<file path="src/rtl/dmem_arbiter.sv">
// dmem_arbiter: round-robin arbiter and access sequencer sharing one
// synchronous data memory between NCORES core datapaths.
//
// Ports:
//   clk     - system clock, rising edge
//   rst     - asynchronous active-high reset
//   REQ     - per-core access request (level)
//   WE      - per-core write enable, valid while REQ high
//   ADDR    - per-core address, core i at [i*AW +: AW]
//   WDATA   - per-core write data, core i at [i*DW +: DW]
//   GNT     - one-hot grant, held from ISSUE through COMPLETE
//   DONE    - one-cycle completion pulse to the served core
//   RDATA   - read data of the last completed read, qualified by DONE
//   MADDR   - memory address
//   MWDATA  - memory write data
//   MWE     - memory write strobe (ISSUE cycle only)
//   MRE     - memory read strobe (ISSUE cycle only)
//   MRDATA  - memory read data, valid MEM_LAT cycles after the strobe edge
module dmem_arbiter #(
  parameter int unsigned NCORES  = 4,
  parameter int unsigned AW      = 16,
  parameter int unsigned DW      = 16,
  parameter int unsigned MEM_LAT = 1
) (
  input  logic                 clk,
  input  logic                 rst,
  input  logic [NCORES-1:0]    REQ,
  input  logic [NCORES-1:0]    WE,
  input  logic [NCORES*AW-1:0] ADDR,
  input  logic [NCORES*DW-1:0] WDATA,
  output logic [NCORES-1:0]    GNT,
  output logic [NCORES-1:0]    DONE,
  output logic [DW-1:0]        RDATA,
  output logic [AW-1:0]        MADDR,
  output logic [DW-1:0]        MWDATA,
  output logic                 MWE,
  output logic                 MRE,
  input  logic [DW-1:0]        MRDATA
);

  localparam int unsigned IW        = (NCORES > 1) ? $clog2(NCORES) : 1;
  // WAIT lasts WAIT_INIT+1 = MEM_LAT-1 cycles; unused when MEM_LAT == 1
  localparam int unsigned WAIT_INIT = (MEM_LAT > 1) ? MEM_LAT - 2 : 0;
  localparam int unsigned CW        = (WAIT_INIT > 0) ? $clog2(WAIT_INIT + 1) : 1;
  localparam logic [IW-1:0] LAST_RST = IW'(NCORES - 1);

  typedef enum logic [1:0] {
    S_IDLE     = 2'd0,
    S_ISSUE    = 2'd1,
    S_WAIT     = 2'd2,
    S_COMPLETE = 2'd3
  } state_t;

  state_t state, state_n;

  // Transaction bookkeeping
  logic [IW-1:0] g, g_n;          // index of the core being served
  logic          lat_we, we_n;    // latched direction of current access
  logic [IW-1:0] last, last_n;    // last served core (round-robin pointer)
  logic [CW-1:0] cnt, cnt_n;      // WAIT countdown

  // Next values of the registered outputs
  logic [NCORES-1:0] gnt_n, done_n;
  logic [DW-1:0]     rdata_n, mwdata_n;
  logic [AW-1:0]     maddr_n;
  logic              mwe_n, mre_n;

  // Per-core views of the packed address / data buses
  logic [AW-1:0] addr_a  [NCORES];
  logic [DW-1:0] wdata_a [NCORES];

  for (genvar i = 0; i < NCORES; i++) begin : g_unpack
    assign addr_a[i]  = ADDR[i*AW +: AW];
    assign wdata_a[i] = WDATA[i*DW +: DW];
  end

  // Round-robin pick: first eligible core searching upward from last+1.
  // The core currently receiving DONE is masked so it cannot be re-granted
  // on the same request it was just served for.
  logic [NCORES-1:0] elig;
  logic              found;
  logic [IW-1:0]     pick;
  int unsigned       cand;

  always_comb begin
    elig  = REQ & ~DONE;
    found = 1'b0;
    pick  = last;
    cand  = 0;
    for (int unsigned k = 1; k <= NCORES; k++) begin
      cand = (32'(last) + k) % NCORES;
      if (!found && elig[IW'(cand)]) begin
        found = 1'b1;
        pick  = IW'(cand);
      end
    end
  end

  // State register
  always_ff @(posedge clk or posedge rst) begin
    if (rst) state <= S_IDLE;
    else     state <= state_n;
  end

  // Next-state logic
  always_comb begin
    state_n = state;
    case (state)
      S_IDLE:     if (found) state_n = S_ISSUE;
      S_ISSUE:    state_n = (MEM_LAT > 1) ? S_WAIT : S_COMPLETE;
      S_WAIT:     if (cnt == '0) state_n = S_COMPLETE;
      S_COMPLETE: state_n = S_IDLE;
      default:    state_n = S_IDLE;
    endcase
  end

  // Output / datapath next values; everything is registered below so each
  // output takes the value belonging to the state being entered.
  always_comb begin
    gnt_n    = '0;
    done_n   = '0;
    mwe_n    = 1'b0;
    mre_n    = 1'b0;
    rdata_n  = RDATA;
    maddr_n  = MADDR;
    mwdata_n = MWDATA;
    g_n      = g;
    we_n     = lat_we;
    last_n   = last;
    cnt_n    = cnt;
    case (state)
      S_IDLE: begin
        if (found) begin
          g_n      = pick;
          we_n     = WE[pick];
          maddr_n  = addr_a[pick];
          mwdata_n = wdata_a[pick];
          gnt_n    = NCORES'(1) << pick;
          mwe_n    = WE[pick];
          mre_n    = ~WE[pick];
        end
      end
      S_ISSUE: begin
        gnt_n = GNT;
        cnt_n = CW'(WAIT_INIT);
      end
      S_WAIT: begin
        gnt_n = GNT;
        if (cnt != '0) cnt_n = cnt - CW'(1);
      end
      S_COMPLETE: begin
        // MRDATA is valid in this cycle; writes leave RDATA untouched
        done_n = NCORES'(1) << g;
        last_n = g;
        if (!lat_we) rdata_n = MRDATA;
      end
      default: ;
    endcase
  end

  // Output and bookkeeping registers
  always_ff @(posedge clk or posedge rst) begin
    if (rst) begin
      GNT    <= '0;
      DONE   <= '0;
      RDATA  <= '0;
      MADDR  <= '0;
      MWDATA <= '0;
      MWE    <= 1'b0;
      MRE    <= 1'b0;
      g      <= '0;
      lat_we <= 1'b0;
      last   <= LAST_RST;
      cnt    <= '0;
    end else begin
      GNT    <= gnt_n;
      DONE   <= done_n;
      RDATA  <= rdata_n;
      MADDR  <= maddr_n;
      MWDATA <= mwdata_n;
      MWE    <= mwe_n;
      MRE    <= mre_n;
      g      <= g_n;
      lat_we <= we_n;
      last   <= last_n;
      cnt    <= cnt_n;
    end
  end

endmodule

</file>
<file path="config.mk">
export PLATFORM = sky130hd
export DESIGN_NAME = dmem_arbiter
export DESIGN_NICKNAME = d
export VERILOG_FILES = /design/src/rtl/dmem_arbiter.sv
export SDC_FILE = /design/constraint.sdc
export NUM_CORES = 1
export LEC_CHECK = 0
export ABC_AREA = 0
export CAP_MARGIN = 20
export CORE_ASPECT_RATIO = 0.5
export CORE_MARGIN = 3
export CORE_UTILIZATION = 43
export CTS_CLUSTER_SIZE = 25
export DETAILED_ROUTE_END_ITERATION = 16
export GPL_ROUTABILITY_DRIVEN = 0
export HOLD_SLACK_MARGIN = 0.05
export PLACE_DENSITY = 0.95
export SETUP_SLACK_MARGIN = 0.4
export SLEW_MARGIN = 15
export SYNTH_ARGS = -nofsm -noshare
export SYNTH_HDL_FRONTEND = slang
export SYNTH_SLANG_ARGS = --single-unit
</file>
<file path="constraint.sdc">
create_clock -name clk -period 5.25 [get_ports clk]
set_input_delay 0.525 -clock clk [delete_from_list [all_inputs] [get_ports clk]]
set_output_delay 0.525 -clock clk [all_outputs]
set_load 0.005 [all_outputs]
</file>
# After elaboration in Yosys (flattened, before gate mapping)
# Cells that the tools add are included.
word_totals:
  register_bits: 66
  input_bits: 154
  wordCells: 83
op_classes:
  n_addsub: 5
  magnitude_cmp: 6
  n_eq_ne: 5
  shifts: 2
  mux: 36
  bitwise_logic: 5
  reduce_logical: 12
ops:
  columns: ["cell", "n"]
  rows:
  - ["16-bit binary-select mux with 2-bit select", 2]
  - ["16-bit two-way mux", 4]
  - ["2-bit by 3-bit less-than comparator with 1-bit output, second input constant", 5]
  - ["1-bit two-way mux", 14]
  - ["2-bit two-way mux", 6]
  - ["1-bit binary-select mux with 2-bit select", 5]
  - ["4-bit two-way mux", 2]
  - ["2-bit one-hot mux with 4 select lines", 1]
  - ["4-bit one-hot mux with 2 select lines", 1]
  - ["1-bit by 2-bit left shift with 4-bit output, first input constant", 2]
  - ["2-bit AND reduction", 3]
  - ["2-bit by 1-bit adder with 2-bit output, second input constant", 2]
  - ["2-bit adder, second input constant", 2]
  - ["4-bit bitwise AND", 1]
  - ["2-bit == test, second input constant", 2]
  - ["2-bit != test, second input constant", 2]
  - ["4-bit inverter", 1]
  - ["3-bit greater-or-equal comparator, second input constant", 1]
  - ["1-bit logical AND", 3]
  - ["1-bit zero test", 3]
  - ["2-bit inverter with 3-bit output", 1]
  - ["2-bit by 1-bit == test with 1-bit output, second input constant", 1]
  - ["2-bit zero test", 1]
  - ["1-bit inverter", 2]
  - ["other kinds (4)", 4]

# Depth between registers and ports, before layout
# Gate-level depths: netlist (run 1).
logic_depth:
  word_depth: 19
  ltp_mapped: 8
  mapped_depth_nobuf: 5

# Worst setup path before layout (run 1)
# OpenSTA, ideal clock, no wires.
synth_timing:
  path_kind: "input -> register"
  from: "input port REQ[3]"
  to: "register MADDR[0]"
  setup_time_ps: 126
  t_arrival_ps: 1852
  setup_slack_ps: 3272
  path_stages: 7
  path_buffers: 2
  path_cell_list: "nor2b_1 > a221oi_2 > o22a_1 > buf_4 > buf_6 > mux2i_1 > o32a_1"
synth_between:
  elab_chain_cells: 17
  word_cells_on_any_way: 28
  classes_between: "mux (19); bitwise (2); reduce/logical (7)"
synth_lines:
  columns: ["item", "line_no", "text"]
  rows:
  - ["start: declaration", "27", "input logic [NCORES-1:0] REQ,"]
  - ["4-bit bitwise AND (*)", "86", "elig = REQ & ~DONE;"]
  - ["1-bit binary-select mux with 2-bit select", "92", "if (!found && elig[IW'(cand)]) begin"]
  - ["1-bit two-way mux (implied by the code)", "92", null]
  - ["1-bit two-way mux", "92", null]
  - ["1-bit zero test", "92", null]
  - ["1-bit logical AND", "92", null]
  - ["1-bit two-way mux", "92", null]
  - ["1-bit zero test", "92", null]
  - ["1-bit logical AND", "92", null]
  - ["1-bit two-way mux", "92", null]
  - ["1-bit zero test", "92", null]
  - ["1-bit logical AND", "92", null]
  - ["2-bit two-way mux", "92", null]
  - ["2-bit inverter with 3-bit output (implied by the code)", "136", "maddr_n = addr_a[pick];"]
  - ["16-bit binary-select mux with 2-bit select", "136", null]
  - ["16-bit two-way mux (implied by the code) (2 in a row)", "136", null]
  - ["end signal: assignment", "179", "MADDR <= maddr_n;"]
  - ["end: declaration", "34", "output logic [AW-1:0] MADDR,"]
# Mark *: on every way between the ends. The rest lies on a longest branch, timed or not. The select of a mux whose other input is x is not followed.
# A chain may end at the register's enable or synchronous reset.

# Final worst setup path (run 1)
layout_timing:
  from: "register last[1]"
  to: "register MWDATA[6]"
layout_between:
  elab_chain_cells: 17
  word_cells_on_any_way: 31
  classes_between: "add/sub (4); mux (19); bitwise (1); reduce/logical (7)"
layout_lines:
  columns: ["item", "line_no", "text"]
  rows:
  - ["start: declaration", "59", "logic [IW-1:0] last, last_n;"]
  - ["start signal: assignment", "185", "last <= last_n;"]
  - ["2-bit by 1-bit adder with 2-bit output", "91", "cand = (32'(last) + k) % NCORES;"]
  - ["1-bit binary-select mux with 2-bit select", "92", null]
  - ["1-bit two-way mux (implied by the code)", "92", null]
  - ["1-bit two-way mux", "92", null]
  - ["1-bit zero test", "92", null]
  - ["1-bit logical AND", "92", null]
  - ["1-bit two-way mux", "92", null]
  - ["1-bit zero test", "92", null]
  - ["1-bit logical AND", "92", null]
  - ["1-bit two-way mux", "92", null]
  - ["1-bit zero test", "92", null]
  - ["1-bit logical AND", "92", null]
  - ["2-bit two-way mux", "92", null]
  - ["2-bit inverter with 3-bit output (implied by the code)", "137", "mwdata_n = wdata_a[pick];"]
  - ["16-bit binary-select mux with 2-bit select", "137", null]
  - ["16-bit two-way mux (implied by the code) (2 in a row)", "137", null]
  - ["end signal: assignment", "180", "MWDATA <= mwdata_n;"]
  - ["end: declaration", "35", "output logic [DW-1:0] MWDATA,"]
# Several ways; a longest one is shown, not always the timed one. The select of a mux whose other input is x is not followed.

==> results of run 1 <==
[routing by layer]
metal / up-vias / wire (µm) / GRT usage [%] / part of all wire (%)
met5: - / 0 / 0 / 0
met4: 0 / 794 / 19.44 / 4.9
met3: 76 / 1159 / 7.412 / 7.1
met2: 287 / 8257 / 52.87 / 51
met1: 2146 / 6023 / 35.55 / 37
li1: 1888 / - / - / -
[cells by family after synthesis]
kind of cell	Yosys count
multiplexers	42
buffers and inverters	49
AND/OR/NAND/NOR	84
flip-flops	65
adder cells (fa/ha/maj)	3
AO/OA/AOI/OAI	142
[worst min-delay path by stage]
stage | end | slack, ns
floorplan | DONE[0]$_DFF_PP0_ | 0.46
global placement | MADDR[7]$_DFFE_PP0P_ | 0.48
detailed placement | GNT[1]$_DFFE_PP0N_ | 0.48
CTS | MWDATA[8]$_DFFE_PP0P_ | 0.50
global route | MADDR[0]$_DFFE_PP0P_ | 0.52
finish | MWDATA[12]$_DFFE_PP0P_ | 0.50
[cell usage in the layout (no fill, tap or decap), types with 2 or more instances in the layout]
cell,synthesis,layout
sky130_fd_sc_hd__inv_1,6,5
sky130_fd_sc_hd__buf_4,2,8
sky130_fd_sc_hd__a211oi_1,3,3
sky130_fd_sc_hd__nand4_1,4,4
sky130_fd_sc_hd__mux2i_1,26,26
sky130_fd_sc_hd__o21ai_0,5,5
sky130_fd_sc_hd__a22o_1,3,3
sky130_fd_sc_hd__o32a_1,25,25
sky130_fd_sc_hd__a21o_1,25,25
sky130_fd_sc_hd__dfrtp_1,63,63
sky130_fd_sc_hd__clkbuf_16,0,9
sky130_fd_sc_hd__a31oi_1,8,8
sky130_fd_sc_hd__inv_2,1,2
sky130_fd_sc_hd__a21oi_1,4,2
sky130_fd_sc_hd__clkinv_4,0,2
sky130_fd_sc_hd__nor2_1,14,14
sky130_fd_sc_hd__clkbuf_1,27,2
sky130_fd_sc_hd__ha_1,3,3
sky130_fd_sc_hd__nor2b_1,4,4
sky130_fd_sc_hd__o211ai_1,52,52
sky130_fd_sc_hd__dfstp_2,2,2
sky130_fd_sc_hd__nand2_1,7,7
sky130_fd_sc_hd__nand2b_1,5,5
sky130_fd_sc_hd__a221oi_1,6,6
sky130_fd_sc_hd__a32o_1,2,2
sky130_fd_sc_hd__clkdlybuf4s50_1,0,211
sky130_fd_sc_hd__mux2_2,16,16
sky130_fd_sc_hd__nand3_1,14,14
sky130_fd_sc_hd__and3_1,27,27
[synthesized netlist by cell type (all sizes together)]
| master | n | area [µm²] |
|---|---|---|
| a32o | 2 | 20.02 |
| and2 | 1 | 6.260 |
| a221oi | 7 | 67.56 |
| nor3b | 2 | 20.02 |
| and3b | 1 | 8.760 |
| mux2i | 26 | 260.3 |
| nand2 | 7 | 26.28 |
| a31oi | 8 | 50.05 |
| a21oi | 4 | 20.02 |
| a2bb2oi | 1 | 8.760 |
| a222oi | 1 | 10.01 |
| a211oi | 4 | 35.03 |
| nor3 | 1 | 5.000 |
| buf | 15 | 91.33 |
| mux2 | 16 | 180.2 |
| a22o | 3 | 26.28 |
| o211ai | 52 | 390.4 |
| and3 | 27 | 168.9 |
| inv | 7 | 26.27 |
| nand3 | 15 | 80.08 |
| o41ai | 1 | 8.760 |
| nor4 | 1 | 6.260 |
| clkbuf | 27 | 101.4 |
| nor2 | 14 | 52.55 |
| a21o | 25 | 187.7 |
| ha | 3 | 37.54 |
| dfstp | 2 | 52.55 |
| dfrtp | 63 | 1577 |
| a311o | 1 | 10.01 |
| nor2b | 5 | 33.78 |
| o32a | 25 | 250.2 |
| nand2b | 5 | 31.28 |
| o22a | 1 | 8.760 |
| nand4 | 4 | 25.02 |
| or3b | 1 | 8.760 |
| o22ai | 1 | 6.260 |
| o21ai | 6 | 30.02 |
[power groups by stage]
stage          Combinational [mW]  Clock [mW]  Sequential, mW
2_1_floorplan                1.15           0           0.902
3_3_place_gp                 1.90           0           0.897
3_5_place_dp                 1.99           0           0.912
4_1_cts                      2.04       0.607           0.915
5_1_grt                      2.20       0.637           0.943
6_report                     2.08       0.611           0.922
[worst max-delay path, stage by stage (launching register included)]
cell,delay (ns)
sky130_fd_sc_hd__dfstp_2,0.51
sky130_fd_sc_hd__buf_4,0.54
sky130_fd_sc_hd__inv_1,0.15
sky130_fd_sc_hd__a221oi_2,0.33
sky130_fd_sc_hd__o22a_2,0.95
sky130_fd_sc_hd__mux2i_1,0.23
sky130_fd_sc_hd__o32a_1,0.42
[cell type report]
type / count / area [µm²]
Inverter: 7 / 26.28
Sequential cell: 65 / 1629
Fill cell: 520 / 2034
Clock buffer: 12 / 246.5
Tap cell: 112 / 140.1
Multi-Input combinational cell: 271 / 2103
Timing Repair Buffer: 220 / 2200
Clock inverter: 4 / 52.55
[registers in the layout, indices dropped and copies added (netlist names)]
register  cells
DONE          4
GNT           4
MADDR        16
MRE           1
MWDATA       16
MWE           1
RDATA        16
g             2
last          2
lat_we        1
state         2
[through the flow]
step	worst slack (ns)	utilization [%]	instance area [µm²]
5_1_grt	1.897	75.87	6397
6_report	1.976	75.87	6397
2_1_floorplan	3.102	-	3929
4_1_cts	2.090	75.87	6397
3_3_place_gp	2.156	72.00	6071
3_5_place_dp	2.053	72.33	6098
==> metrics.md, run 1 <==
| Metric | Value |
|---|---|
| Run status | `complete, no violations` |
| Startpoint of the lowest-slack hold path | `MWDATA[12]$_DFFE_PP0P_` |
| Clock buffers created by TritonCTS | `9` |
| Detailed Route Iter0 Violations | `between 400 and 500` |
| Post-synth net total | `~540` |
| Pin count of the biggest net entering global routing | `66` |
| IO Pins | `212` |
| HPWL after detailed placement | `10.66 mm` |
| ANT cells | `0` |
| Worst Max-Slew Pin Slew | `1.075 ns` |
| Routed Antenna Nets | `0` |
| Max_cap viols | `0` |
| Clock H-tree levels | `3` |
| Crit path max fanout | `64` |
| Layout Area Growth over Synthesis | `62.83%` |
| End of the worst register-to-register path | `MWDATA[6]$_DFFE_PP0P_` |
| Multiplexer area fraction after synthesis | `11.21%` |
| Hold crit path type | `flip-flop to flip-flop` |
| Period Utilization, post-route | `between 60% and 70%` |
| Clock power frac | `16.9%` |
| CTS root buffer | `sky130_fd_sc_hd__clkbuf_16` |
| Area of the die | `10390 µm²` |
| Max Freq | `305.4 MHz` |
| Sw Share | `between 30% and 40%` |
| Average detailed-routed wire length per instance | `23.49 µm` |
| Cells after DPL | `about 680` |
| Launching element of the worst setup path | `last[1]$_DFFE_PP1P_` |
| Proportion of layout cells with a drive suffix above 1 | `8.981%` |
| Worst R2R Path Depth | `6` |
| Clock insertion delay at the later pin of the skew report | `~0.33 ns` |
| PD cells | `565.0 nW/µm²` |
| Port-buffer cells | `211` |
| Total count of max-transition violations in the final report | `0` |
| Final count of hold timing violations | `0` |
| Capturing instance or port of the critical path | `MWDATA[6]$_DFFE_PP0P_` |
| Final TNS setup | `0 ns` |
| Minimum setup slack among reg-to-reg paths | `1.98 ns` |
| Worst reg2reg startpoint | `last[1]$_DFFE_PP1P_` |
| Maximum ir drop on the vdd rail | `0.3191 mV` |
| Overall die width | `141.2 µm` |
| Number of nets in the layout | `731` |
| GRT Util Overall | `a little under a third` |
| Synthesized-area fraction occupied by ao, oa, aoi and oai cells | `~29%` |
| Clock-pin transition on the worst setup and hold timing paths | `0.06 ns` |
| Total number of yosys warnings | `0` |
| Endpoint kind of the worst setup timing path | `flip-flop` |
| Yosys reg bits | `65` |
| Chip height | `73.59 µm` |
| CTS tree | `done` |
| Mapped Cells | `385` |
| Library cells used by synthesis | `47` |
| Hold_buf cts | `0` |
| Sequential fraction of the synthesis area | `41.46%` |
| Number of remaining DRC errors | `0` |
| Vias in the first global route | `roughly 4600` |
| Via count | `4397` |
| Relative slew margins | `28.35%` |
| Netlist Area Pre-Place | `3929 µm²` |
| Wire length of the first global-routing pass | `24.67 mm` |
| Number of antenna violations at the first check in global routing | `0` |
| Buffer depth of the longest clock path | `2` |
| Combinational family with the most area after synthesis | `compound AO/OA/AOI/OAI gates` |
| Vias per std cell | `between 6 and 7` |
| Minimum clock period | `3.274 ns` |
| Number of gates given a new drive strength after cts | `0` |
| Portion of total power attributed to sequential cells | `25.5%` |
| Worst Path Arrival | `3.49 ns` |
| Setup repair after global routing missed its margin | `false` |
| Reported leakage power | `2.585 nW` |
| Launching element type of the critical path | `flip-flop` |
| Gr ovfl total | `0` |
| FP Rows | `23` |
| Initial Util | `46.59%` |
| PnR Total Power | `3.615 mW` |
| Cell Count, Final, Fillers Out | `around 690` |
| Clock tree sinks | `65` |
| Internal power | `2.173 mW` |
| Clock Skews | `0.007561 ns` |
| Synth Area in Adders | `less than 1%` |
| Worst setup path category | `flip-flop to flip-flop` |
| Final setup fails | `0` |
| Average footprint of a synthesized cell | `10.20 µm²` |
| Worst path required time | `5.46 ns` |
| Switching pwr | `between 1 and 1.5 mW` |
| Wire length after detailed routing | `16.23 mm` |
| 1st-pass router iterations | `5` |
| Simple-Gate Fraction of Synth Area | `~12%` |
| Setup fix buffers added after clock tree synthesis | `0` |
| Area inside the core boundary | `8432 µm²` |
| Area share of xor/xnor cells in the synthesized design | `0%` |
| Logic pwr share | `57.6%` |
| Minimum hold slack | `0.5027 ns` |
| Min-Delay Path Depth | `1` |
(Power assumes the default switching activity.)
==> run 2: changes to the inputs <==
--- a/config.mk
+++ b/config.mk
@@ -9,12 +9,12 @@
 export CAP_MARGIN = 20
 export CORE_ASPECT_RATIO = 0.5
 export CORE_MARGIN = 3
-export CORE_UTILIZATION = 43
+export CORE_UTILIZATION = 36
 export CTS_CLUSTER_SIZE = 25
 export DETAILED_ROUTE_END_ITERATION = 16
 export GPL_ROUTABILITY_DRIVEN = 0
 export HOLD_SLACK_MARGIN = 0.05
-export PLACE_DENSITY = 0.95
+export PLACE_DENSITY = 0.88
 export SETUP_SLACK_MARGIN = 0.4
 export SLEW_MARGIN = 15
 export SYNTH_ARGS = -nofsm -noshare
==> constraint.sdc (replaced) <==
create_clock -name clk -period 2.7 [get_ports clk]
set_input_delay 0.27 -clock clk [delete_from_list [all_inputs] [get_ports clk]]
set_output_delay 0.27 -clock clk [all_outputs]
set_load 0.005 [all_outputs]
==> run 2 against run 1 <==
Clock-buffer cell count down 1; utilization decreased by 12 points; clock skew shrank 0.0025 ns; global-route usage decreased by 5.4 points; worst hold slack worse by 0.11 ns; flip-flop and latch count did not move; critical endpoint is now MWDATA[7]$_DFFE_PP0P_; largest cell class unchanged; largest power group unchanged; highest routed layer unchanged.
==> metrics.md, run 2 (same netlist as run 1, synthesis figures left out) <==
| Metric | Value |
|---|---|
| Number of remaining DRC errors | `0` |
| Buffer depth of the longest clock path | `2` |
| GRT Util Overall | `25.49%` |
| Minimum clock period | `2.205 ns` |
| Final count of hold timing violations | `0` |
| CTS tree | `done` |
| Worst setup path category | `flip-flop to flip-flop` |
| Final Instance Area | `6604 µm²` |
| Wire length of the first global-routing pass | `between 20 and 25 mm` |
| Clock-pin transition on the worst setup and hold timing paths | `0.06 ns` |
| Port-buffer cells | `~210` |
| Area inside the core boundary | `about 10000 µm²` |
| Clock buffers created by TritonCTS | `9` |
| Run status | `complete, no violations` |
| ANT cells | `0` |
| Proportion of layout cells with a drive suffix above 1 | `11.68%` |
| Max_cap viols | `0` |
| Worst Max-Slew Pin Slew | `~0.74 ns` |
| Maximum ir drop on the vdd rail | `between 0.5 and 0.6 mV` |
| Portion of total power attributed to sequential cells | `24.6%` |
| Wire length after detailed routing | `~16 mm` |
| Minimum setup slack among reg-to-reg paths | `0.50 ns` |
| Switching pwr | `2.799 mW` |
| Chip height | `79.87 µm` |
| GR met2 Demand/Resource | `43.97%` |
| Max Freq | `453.5 MHz` |
| Logic pwr share | `57.4%` |
| GR met1 Demand/Resource | `30.59%` |
| Reported leakage power | `2.676 nW` |
| Worst path required time | `2.92 ns` |
| Hold_buf cts | `0` |
| Detailed Route Iter0 Violations | `541` |
| Layout Area Growth over Synthesis | `68.09%` |
| Internal power | `4.465 mW` |
| Most common cell after layout, fill and taps aside | `sky130_fd_sc_hd__clkdlybuf4s50_1` |
| Final standard cell utilization of the core | `63.44%` |
| Pin count of the biggest net entering global routing | `55` |
| Post-place instance area | `6231 µm²` |
| Clock power frac | `18.0%` |
| Number of antenna violations at the first check in global routing | `0` |
| Highest-count cells in the layout ignoring fill and taps | `211 x sky130_fd_sc_hd__clkdlybuf4s50_1, 63 x sky130_fd_sc_hd__dfrtp_1, 52 x sky130_fd_sc_hd__o211ai_1` |
| Worst Path Arrival | `2.42 ns` |
| Via count | `4321` |
| Vias in the first global route | `4486` |
| Clock tree sinks | `65` |
| PD cells | `about 1100 nW/µm²` |
| Filler Cell Count | `810` |
| Routed Antenna Nets | `0` |
| Period Utilization, post-route | `81.67%` |
| Final TNS setup | `0 ns` |
| 1st-pass router iterations | `7` |
| Minimum hold slack | `roughly 0.4 ns` |
| Number of nets in the layout | `743` |
| Endpoint kind of the worst setup timing path | `flip-flop` |
| Met3 Track Usage GR | `4.981%` |
| Average detailed-routed wire length per instance | `22.51 µm` |
| Vias per std cell | `5.911` |
| Area of the die | `12280 µm²` |
| PnR Total Power | `7.263 mW` |
| Total count of max-transition violations in the final report | `0` |
| Final setup fails | `0` |
| Launching element type of the critical path | `flip-flop` |
| Clock H-tree levels | `3` |
| Sw Share | `38.53%` |
| Clock Skews | `0.005065 ns` |
| Relative slew margins | `50.49%` |
| Clock insertion delay at the later pin of the skew report | `~0.34 ns` |
| Most used routing layer | `met2` |
| IO Pins | `212` |
| Crit path max fanout | `22` |
| HPWL after detailed placement | `11.15 mm` |
| CTS root buffer | `sky130_fd_sc_hd__clkbuf_16` |
| Largest registers | `MADDR x16, MWDATA x16, RDATA x16` |
| Overall die width | `approximately 150 µm` |
| Setup repair after global routing missed its margin | `false` |
| Initial Util | `37.74%` |
| Gr ovfl total | `0` |
| FP Rows | `26` |
| Hold crit path type | `input pin to async pin` |
run 2: cell count changes in the layout (fill, tap and decap cells not counted), moves of 2 or more:
cell	change
sky130_fd_sc_hd__buf_12	+4
sky130_fd_sc_hd__buf_4	+7
sky130_fd_sc_hd__clkbuf_1	-2
sky130_fd_sc_hd__clkinv_4	-2
run 2: layout make-up:
cell class / count / area [µm²] / share of cell area (%)
Inverter: 7 / 26.28 / 0.3979
Clock inverter: 5 / 77.57 / 1.175
Tap cell: 140 / 175.2 / 2.653
Sequential cell: 65 / 1629 / 24.67
Multi-Input combinational cell: 272 / 2127 / 32.21
Timing Repair Buffer: 231 / 2316 / 35.07
Clock buffer: 11 / 252.7 / 3.827
run 2: stage by stage:
| step | std cells | worst slack (ns) |
|---|---|---|
| 2_1_floorplan | 385 | 0.7316 |
| 3_3_place_gp | 712 | 0.3179 |
| 3_5_place_dp | 712 | 0.2503 |
| 4_1_cts | 728 | 0.4692 |
| 5_1_grt | 731 | 0.4352 |
| 6_report | 731 | 0.4950 |
run 2: final timing paths:
path                                            start  cells after the start                     to
worst max-delay path              last[0]$_DFFE_PP1P_                      7  MWDATA[7]$_DFFE_PP0P_
worst min-delay path                              rst                      2  RDATA[12]$_DFFE_PP0P_
worst max register to register    last[0]$_DFFE_PP1P_                      7  MWDATA[7]$_DFFE_PP0P_
worst min register to register  MWDATA[1]$_DFFE_PP0P_                      1  MWDATA[1]$_DFFE_PP0P_
max in group asynchronous                         rst                      3    last[1]$_DFFE_PP1P_
min in group clk                MWDATA[1]$_DFFE_PP0P_                      1  MWDATA[1]$_DFFE_PP0P_
run 2: metal layers:
layer  vias to the layer above  wire length [µm]
li1                       1915                 -
met1                      2086              6122
met2                       245              8305
met3                        75              1254
met4                         0               771
met5                         -                 0
run 2: critical path, stage by stage (launching register included):
cell	delay [ns]
sky130_fd_sc_hd__dfstp_2	0.64
sky130_fd_sc_hd__nor3b_4	0.09
sky130_fd_sc_hd__buf_4	0.16
sky130_fd_sc_hd__a211oi_2	0.32
sky130_fd_sc_hd__a21oi_2	0.07
sky130_fd_sc_hd__buf_4	0.23
sky130_fd_sc_hd__and3_1	0.21
sky130_fd_sc_hd__o32a_1	0.35
run 2: timing repair:
item | 4_1_cts | 5_1_grt
setup buffers | 0 | 2
gates resized for setup | 0 | 5
setup endpoints to repair | 0 | 28
run 2: power groups by stage:
stage	sequential (mW)	clock, mW	combinational (mW)
after floorplan	1.75	0	2.23
after global placement	1.75	0	3.87
after detailed placement	1.77	0	3.99
after CTS	1.77	1.31	4.06
after global routing	1.84	1.36	4.44
final	1.79	1.31	4.17
